**src/rtl/alureg_seq.sv**
```systemverilog
// alureg_seq: machine-cycle / T-state sequencer for the alureg datapath.
// It walks the 8085-style M1 opcode fetch followed by up to four memory
// cycles (M2..M5). From the current state it drives the datapath enable
// vector ienb and the external bus strobes.
module alureg_seq #(
  parameter int DATASIZE = 8,
  parameter int IENBSIZE = 6,
  parameter int INSTSIZE = 17
) (
  input  logic                clk,
  input  logic                rst,
  input  logic [INSTSIZE-1:0] chk_i,
  input  logic                ready,
  input  logic                intr,
  output logic [IENBSIZE-1:0] ienb,
  output logic                ale,
  output logic                rd_,
  output logic                wr_,
  output logic                iom,
  output logic                halt,
  output logic [2:0]          mcyc,
  output logic [2:0]          tst
);

  // T-state encoding as seen on the tst port.
  typedef enum logic [2:0] {
    TS_HALT = 3'd0,
    TS_T1   = 3'd1,
    TS_T2   = 3'd2,
    TS_T3   = 3'd3,
    TS_T4   = 3'd4,
    TS_T5   = 3'd5,
    TS_T6   = 3'd6,
    TS_TW   = 3'd7
  } tstate_e;

  // ienb bit positions.
  localparam int IE_RRD = 0;
  localparam int IE_RWR = 1;
  localparam int IE_COD = 2;
  localparam int IE_DAT = 3;
  localparam int IE_PC  = 4;
  localparam int IE_PD  = 5;

  // Instruction-info single-bit fields.
  localparam int I_GO6 = 0;
  localparam int I_HLT = 2;
  localparam int I_DIO = 3;

  tstate_e     tst_q, tst_d;
  logic [2:0]  mcyc_q, mcyc_d;
  logic [15:0] info_q, info_d;

  // Fields of the instruction info latched at the end of M1 T4.
  logic [3:0] info_cyc;
  logic [3:0] info_rw;
  logic [3:0] info_cd;
  assign info_cyc = info_q[7:4];
  assign info_rw  = info_q[11:8];
  assign info_cd  = info_q[15:12];

  // k = n-2 for Mn. The 2-bit wrap maps M2..M5 onto 0..3.
  logic [1:0] k;
  assign k = mcyc_q[1:0] - 2'd2;

  // Per-machine-cycle decode for M2..M5.
  logic cur_wr;   // this cycle is a write
  logic cur_cd;   // this cycle addresses through the data pointer
  logic mn_more;  // another machine cycle follows this one
  assign cur_wr  = info_rw[k];
  assign cur_cd  = info_cd[k];
  assign mn_more = (mcyc_q != 3'd5) && info_cyc[k + 2'd1];

  // Live decode of chk_i, which is valid from M1 T4 onward.
  logic go6;
  logic m1_rwr;   // single-cycle, non-halting: write back at the end of M1
  assign go6    = chk_i[I_GO6];
  assign m1_rwr = (chk_i[7:4] == 4'b0000) && !chk_i[I_HLT];

  // Successor of the last M1 T-state (T4, or T6 with GO6).
  tstate_e    m1_exit_tst;
  logic [2:0] m1_exit_mcyc;
  always_comb begin
    if (chk_i[I_HLT]) begin
      m1_exit_tst  = TS_HALT;
      m1_exit_mcyc = 3'd1;
    end else if (chk_i[4]) begin
      m1_exit_tst  = TS_T1;
      m1_exit_mcyc = 3'd2;
    end else begin
      m1_exit_tst  = TS_T1;
      m1_exit_mcyc = 3'd1;
    end
  end

  // Encodings the sequencer never reaches on its own. Any of them recovers to M1 T1.
  logic illegal;
  always_comb begin
    illegal = (mcyc_q == 3'd0) || (mcyc_q > 3'd5);
    if (mcyc_q != 3'd1) begin
      if (tst_q == TS_HALT || tst_q == TS_T4 || tst_q == TS_T5 || tst_q == TS_T6) begin
        illegal = 1'b1;
      end
    end
  end

  // State register with synchronous reset. Reset wins in every state.
  // NOTE: sequential state uses non-blocking (<=) so all flops update together at the edge.
  always_ff @(posedge clk) begin
    if (rst) begin
      tst_q  <= TS_T1;
      mcyc_q <= 3'd1;
      // NOTE: info is a single control register, not a memory array, so it is reset to a known value.
      info_q <= '0;
    end else begin
      tst_q  <= tst_d;
      mcyc_q <= mcyc_d;
      info_q <= info_d;
    end
  end

  // Next-state logic: T-state sequencing, wait states and machine-cycle chaining.
  always_comb begin
    // NOTE: default every combinational output first so that no path infers a latch.
    tst_d  = tst_q;
    mcyc_d = mcyc_q;
    info_d = info_q;
    if (illegal) begin
      tst_d  = TS_T1;
      mcyc_d = 3'd1;
    end else begin
      case (tst_q)
        TS_HALT: begin
          if (intr) begin
            tst_d  = TS_T1;
            mcyc_d = 3'd1;
          end
        end
        TS_T1: tst_d = TS_T2;
        TS_T2: tst_d = ready ? TS_T3 : TS_TW;
        TS_TW: begin
          if (ready) tst_d = TS_T3;
        end
        TS_T3: begin
          if (mcyc_q == 3'd1) begin
            tst_d = TS_T4;
          end else if (mn_more) begin
            tst_d  = TS_T1;
            mcyc_d = mcyc_q + 3'd1;
          end else begin
            tst_d  = TS_T1;
            mcyc_d = 3'd1;
          end
        end
        TS_T4: begin
          // The datapath has finished decoding. Freeze the info word for M2..M5.
          info_d = chk_i[15:0];
          if (go6) begin
            tst_d = TS_T5;
          end else begin
            tst_d  = m1_exit_tst;
            mcyc_d = m1_exit_mcyc;
          end
        end
        TS_T5: tst_d = TS_T6;
        TS_T6: begin
          tst_d  = m1_exit_tst;
          mcyc_d = m1_exit_mcyc;
        end
        default: begin
          tst_d  = TS_T1;
          mcyc_d = 3'd1;
        end
      endcase
    end
  end

  // Output decode from the current state. In M1 T4/T6 it also uses the held chk_i.
  always_comb begin
    ienb = '0;
    ale  = 1'b0;
    rd_  = 1'b1;
    wr_  = 1'b1;
    iom  = 1'b0;
    halt = 1'b0;
    if (!illegal) begin
      case (tst_q)
        TS_HALT: halt = 1'b1;
        TS_T1: begin
          ale = 1'b1;
          if (mcyc_q != 3'd1 && cur_cd) ienb[IE_PD] = 1'b1;
        end
        TS_T2, TS_TW: begin
          // A wait state keeps the T2 strobes.
          if (mcyc_q == 3'd1) begin
            rd_ = 1'b0;
          end else begin
            if (cur_wr) wr_ = 1'b0;
            else        rd_ = 1'b0;
            if (cur_cd) ienb[IE_PD] = 1'b1;
          end
        end
        TS_T3: begin
          if (mcyc_q == 3'd1) begin
            rd_          = 1'b0;
            ienb[IE_COD] = 1'b1;
            ienb[IE_PC]  = 1'b1;
          end else begin
            if (cur_wr) wr_ = 1'b0;
            else        rd_ = 1'b0;
            if (!cur_wr) ienb[IE_DAT] = 1'b1;
            if (cur_cd)  ienb[IE_PD]  = 1'b1;
            else         ienb[IE_PC]  = 1'b1;
            // The last read of the instruction writes its result back.
            if (!mn_more && !cur_wr) ienb[IE_RWR] = 1'b1;
          end
        end
        TS_T4: begin
          ienb[IE_RRD] = 1'b1;
          if (!go6 && m1_rwr) ienb[IE_RWR] = 1'b1;
        end
        TS_T5: ienb[IE_RRD] = 1'b1;
        TS_T6: begin
          if (m1_rwr) ienb[IE_RWR] = 1'b1;
        end
        default: ;
      endcase
      if (mcyc_q == 3'd3 && info_q[I_DIO] && tst_q != TS_HALT) iom = 1'b1;
    end
  end

  assign mcyc = mcyc_q;
  assign tst  = tst_q;

  // This block does not use CCC, DAD, GO6/HLT once latched, or the data width.
  logic                unused_bits;
  logic [DATASIZE-1:0] unused_data;
  assign unused_bits = ^{chk_i[INSTSIZE-1], info_q[2:0]};
  assign unused_data = '0;

endmodule

```
**config.mk**
```make
export PLATFORM = sky130hd
export DESIGN_NAME = alureg_seq
export DESIGN_NICKNAME = d
export VERILOG_FILES = /design/src/rtl/alureg_seq.sv
export SDC_FILE = /design/constraint.sdc
export NUM_CORES = 1
export LEC_CHECK = 0
export ABC_AREA = 1
export CAP_MARGIN = 5
export CORE_UTILIZATION = 35
export CTS_BUF_LIST = sky130_fd_sc_hd__clkbuf_4
export CTS_CLUSTER_SIZE = 30
export DETAILED_ROUTE_END_ITERATION = 16
export PLACE_DENSITY = 0.62
export SETUP_SLACK_MARGIN = 0.2
export SYNTH_ARGS = -nofsm -noshare
export SYNTH_HDL_FRONTEND = slang
export SYNTH_SLANG_ARGS = --single-unit
```
**constraint.sdc**
```tcl
create_clock -name clk -period 2.5 [get_ports clk]
set_clock_uncertainty 0.15 [all_clocks]
set_input_delay 0.5 -clock clk [delete_from_list [all_inputs] [get_ports clk]]
set_output_delay 0.5 -clock clk [all_outputs]
set_load 0.01 [all_outputs]
```
* Yosys cells after proc, flatten, opt, wreduce, memory -nomap -nowiden
Cells that the tools add are included. Widths: inputs -> output; s select.
Storage, ports and cells: flip-flop bits (word level) 22, output and inout port bits 17
Cells by class: $add $sub $neg 3, $lt $le $gt $ge 3, equal/unequal tests 15, muxes and demuxes 51, bitwise gates (word level) 1, reductions and logical operators 26
Operators with widths (count):
- $mux 1 | 32
- $mux 3 | 9
- $pmux 3 s8 | 1
- $eq 3x3->1 const B | 4
- $pmux 3 s4 | 1
- $eq 3x2->1 const B | 3
- $ne 2x2->1 const B | 4
- $logic_and 1x1->1 | 7
- $bmux 1 s2 | 3
- $eq 3x1->1 const B | 2
- $logic_not 3->1 | 2
- $lt 2x3->1 const B | 2
- $mux 6 | 1
- $logic_not 1->1 | 4
- $logic_not 4->1 | 1
- $logic_or 1x1->1 | 4
- $mux 2 | 2
- $reduce_and 2->1 | 2
- $reduce_and 4->1 | 1
- $reduce_bool 4->1 | 1
- $reduce_or 2->1 | 2
- $add 3x1->3 const B | 1
- $gt 3x3->1 const B | 1
- $ne 3x1->1 const B | 1
- 8 further kinds | 8

* Longest topological paths before layout
depth after elaboration 11, gate-level depth with buffers 10, mapped depth without buffers 10

* Worst setup path after synthesis
OpenSTA, ideal clock, no wires.
path kind flip-flop to output port, start point reg mcyc_q[0], in the netlist mcyc[0], end point out ienb[1], arrival 1.546 ns, required time 1.850 ns, slack 0.304 ns, cell stages (with the launch flop) 9, buffers on the path 1, path through dfxtp_1 buf_4 clkinv_1 ha_1 nand3b_1 nand2_1 nand2_1 nand2_1 a21oi_1
On the way: cells in the longest elaborated chain, start to end 11
Ends and longest elaborated chain:
- start, declared | RTL line 51 | logic [2:0] mcyc_q, mcyc_d;
- start signal, assigned | RTL line 117 | mcyc_q <= mcyc_d;
- $sub 2x2->2 | RTL line 64 | assign k = mcyc_q[1:0] - 2'd2;
- $add 2x1->2 | RTL line 72 | assign mn_more = (mcyc_q != 3'd5) && info_cyc[k + 2'd1];
- $bmux 1 s2 | RTL line 72
- $mux 1 (implied by the code) | RTL line 72
- $logic_and 1x1->1 | RTL line 72
- $logic_not 1->1 | RTL line 215 | if (!mn_more && !cur_wr) ienb[IE_RWR] = 1'b1;
- $logic_and 1x1->1 | RTL line 215
- $mux 1 | RTL line 215
- $mux 1 | RTL line 204 | if (mcyc_q == 3'd1) begin
- $pmux 1 s3 | RTL line 187 | case (tst_q)
- $mux 6 * | RTL line 186 | if (!illegal) begin
- end, declared | RTL line 15 | output logic [IENBSIZE-1:0] ienb,
Every way passes the cells marked *; elsewhere a longest branch is shown, timed or not. The select of a mux whose other input is x is not followed.

* Worst setup path in the final report
start point in chk_i[4], end point out ienb[1]
On the way: cells in the longest elaborated chain, start to end 6
Ends and longest elaborated chain:
- start, declared | RTL line 12 | input logic [INSTSIZE-1:0] chk_i,
- $logic_not 4->1 * | RTL line 78 | assign m1_rwr = (chk_i[7:4] == 4'b0000) && !chk_i[I_HLT];
- $logic_and 1x1->1 * | RTL line 78
- $logic_and 1x1->1 | RTL line 220 | if (!go6 && m1_rwr) ienb[IE_RWR] = 1'b1;
- $mux 1 | RTL line 220
- $pmux 1 s3 * | RTL line 187
- $mux 6 * | RTL line 186
Every way passes the cells marked *; elsewhere a longest branch is shown, timed or not.

==> metrics.cfg <==
[timing]
drv_slew = 0
final.min_clock_period_ns = 2.25
setup_violations = 0
period_share_pct = 90.2
finalHoldViolCount = 0
rsz0062_at_grt = true
tightest_slew_ns = 0.342
fin_ws_ns = 0.246
max_freq_ghz = 0.444
max_slew_margin_pct = 77.2

[synthesis]
ys_types = 27
yosys.area.top_type = dfxtp_1
synth_area_leaders = dfxtp_1, nand2_1, nor2_1
synth_seq_cells = 19
yosys.cell_count.top_type = nand2_1
synth_common_cells = nand2_1, nor2_1, inv_1, dfxtp_1, nand3_1
syn_area_um2 = 1380
syn_inst = 218
syn_area_per_cell_um2 = 6.32
synth_async_sr_flop_share_pct = 0
synth_fp_nets = 243
synth_edf_count = 0
yosysSeqAreaShare_pct = 27.6
synth_top_area_share_pct = 27.6
synth-main-ff-cell = dfxtp_1
yosysWarnings = 0

[place]
routabilityCongestion = 0.860
dpl_cell_area_um2 = 1810
port_buffers = 35
pre_cts_slack_ns = -0.163
dp_hpwl_mm = 2.54

[critical_path]
crit_chain = clkdlybuf4s50_1 -> nor3_1 -> nand4_1 -> a21oi_2 -> buf_2
critPathCaptureType = output port
criticalPathCategory = input pin to output port
critPathRequiredTime_ns = 1.85
cpPeakStageDelay_ns = 0.41
cp_max_fo = 2
worstPathArrival_ns = 1.60
cp.buffers_inverters = 2
cp_top_family = buffers and inverters
start_kind = input pin
slowest_stage = clkdlybuf4s50_1

[cells_and_area]
antenna_cells = 0
fin_nets = 297
design_area_um2 = 1940
synthToLayoutAreaGrowth_pct = 40.9
drive_gt1_share_pct = 27.7

[clocking]
clk_pin_slew_worst_paths_ns = 0.10
cts_buffers = 3
cts_hold_buf = 0
clockBufferDepth = 2
clkSinkCount = 19
cts_tree = done
cts_root_buffer = clkbuf_4
htreeDepth = 1
clock_latency_ns = 0.30

[hold_path]
hold_path_class = register to register

[global_routing]
gr-usage-all-layers_pct = 17.8
grt_pass1_vias = 1299
grt_pass1_wl_mm = 5.82
grt_max_degree = 27
grt_antenna_before_repair = 0
grt_overflow = 0

[pwr]
ir_worst_vdd_uv = 366
power_density_nw_per_um2 = 923
p_leak_nw = 0.971

[floorplan]
core_um2 = 3720
start_util_pct = 37.1
rows = 22
io_pins = 38
chipWidth_um = 64.8
die_h_um = 64.8
dieArea_um2 = 4190

[route]
viasPerCell = 4.53
routed_wl_mm = 3.48
drc_errors = 0
dr_total_vias = 1445
antenna_left = 0
wl_per_cell_um = 10.9
first_pass_iters = 4
drt-initial-drc-count = 96

[outcome]
outcome = finished clean

[job]
maxCapViolCount = 0

[flip-flops by register name, indices dropped and copies added (netlist names)]
signal,cells
info_q,13
mcyc,3
tst,3
[cell families after synthesis]
logic type               share of synthesized area, %
buffers and inverters                            13.8
AND/OR/NAND/NOR                                  48.5
AO/OA/AOI/OAI                                    6.44
adder cells (fa/ha/maj)                          3.63
flip-flops                                       27.6
[per-stage QoR]
| step | power [W] | instances | hold slack, ns | setup TNS (ns) | util [%] |
|---|---|---|---|---|---|
| after detailed placement | 0.00150 | 307 | 0.362 | -0.163 | 48.6 |
| after global placement | 0.00149 | 307 | 0.355 | -0.133 | 48.6 |
| after CTS | 0.00174 | 318 | 0.383 | 0 | 50.6 |
| after global routing | 0.00194 | 319 | 0.422 | 0 | 52.3 |
| after floorplan | 0.00112 | 218 | 0.336 | 0 | - |
| final | 0.00179 | 319 | 0.381 | 0 | 52.3 |
[per-layer routing]
layer	vias up	track usage [%]	wire (um)
li1	785	-	-
met1	618	25.5	1720
met2	40	27.6	1580
met3	2	3.17	164
met4	0	3.33	17
met5	-	0	0
[cells in the final DEF, fill, tap and decap left out, drive strengths merged, types with 4 or more instances in the layout]
cell           instances
nor3                   5
nand2                 70
o21ai                  6
nand3                 15
inv                   27
dfxtp                 19
ha                     4
nor2                  48
a21oi                  5
buf                   30
clkdlybuf4s50         24
nand4                  7
clkbuf                 5
[area by class of cell]
| cell class | instances | area, um^2 |
|---|---|---|
| well taps | 48 | 60.1 |
| inverters | 28 | 111 |
| repair buffers | 56 | 473 |
| fillers | 389 | 1770 |
| multi-input cells | 164 | 882 |
| flip-flops and latches | 19 | 387 |
| clock buffers | 4 | 30.0 |
[worst paths after layout]
check             slack (ns)       from  cells after the start         to
setup / recovery        0.25   chk_i[4]                      5    ienb[1]
hold / removal          0.38  info_q[3]                      4  info_q[3]
setup reg to reg        0.71    mcyc[1]                      9  info_q[4]
hold reg to reg         0.38  info_q[3]                      4  info_q[3]
[tightest hold or removal path: cells and delay by family, from the launching register on]
| family | cells | cell delay [ns] |
|---|---|---|
| buf+inv | 1 | 0.05 |
| flops | 1 | 0.33 |
| simple gates | 3 | 0.12 |
[power by group]
part	total (W)	switching [W]	internal [W]
registers	0.000421	0.0000542	0.000367
logic	0.00120	0.000680	0.000521
clock network	0.000171	0.0000979	0.0000730
[timing repair]
item | CTS | global route
setup buffers | 7 | 1
setup endpoints to repair | 11 | 11
resized for setup | 49 | 21
pin swaps | 4 | 4
No activity file was read; power rests on OpenSTA's default activity.
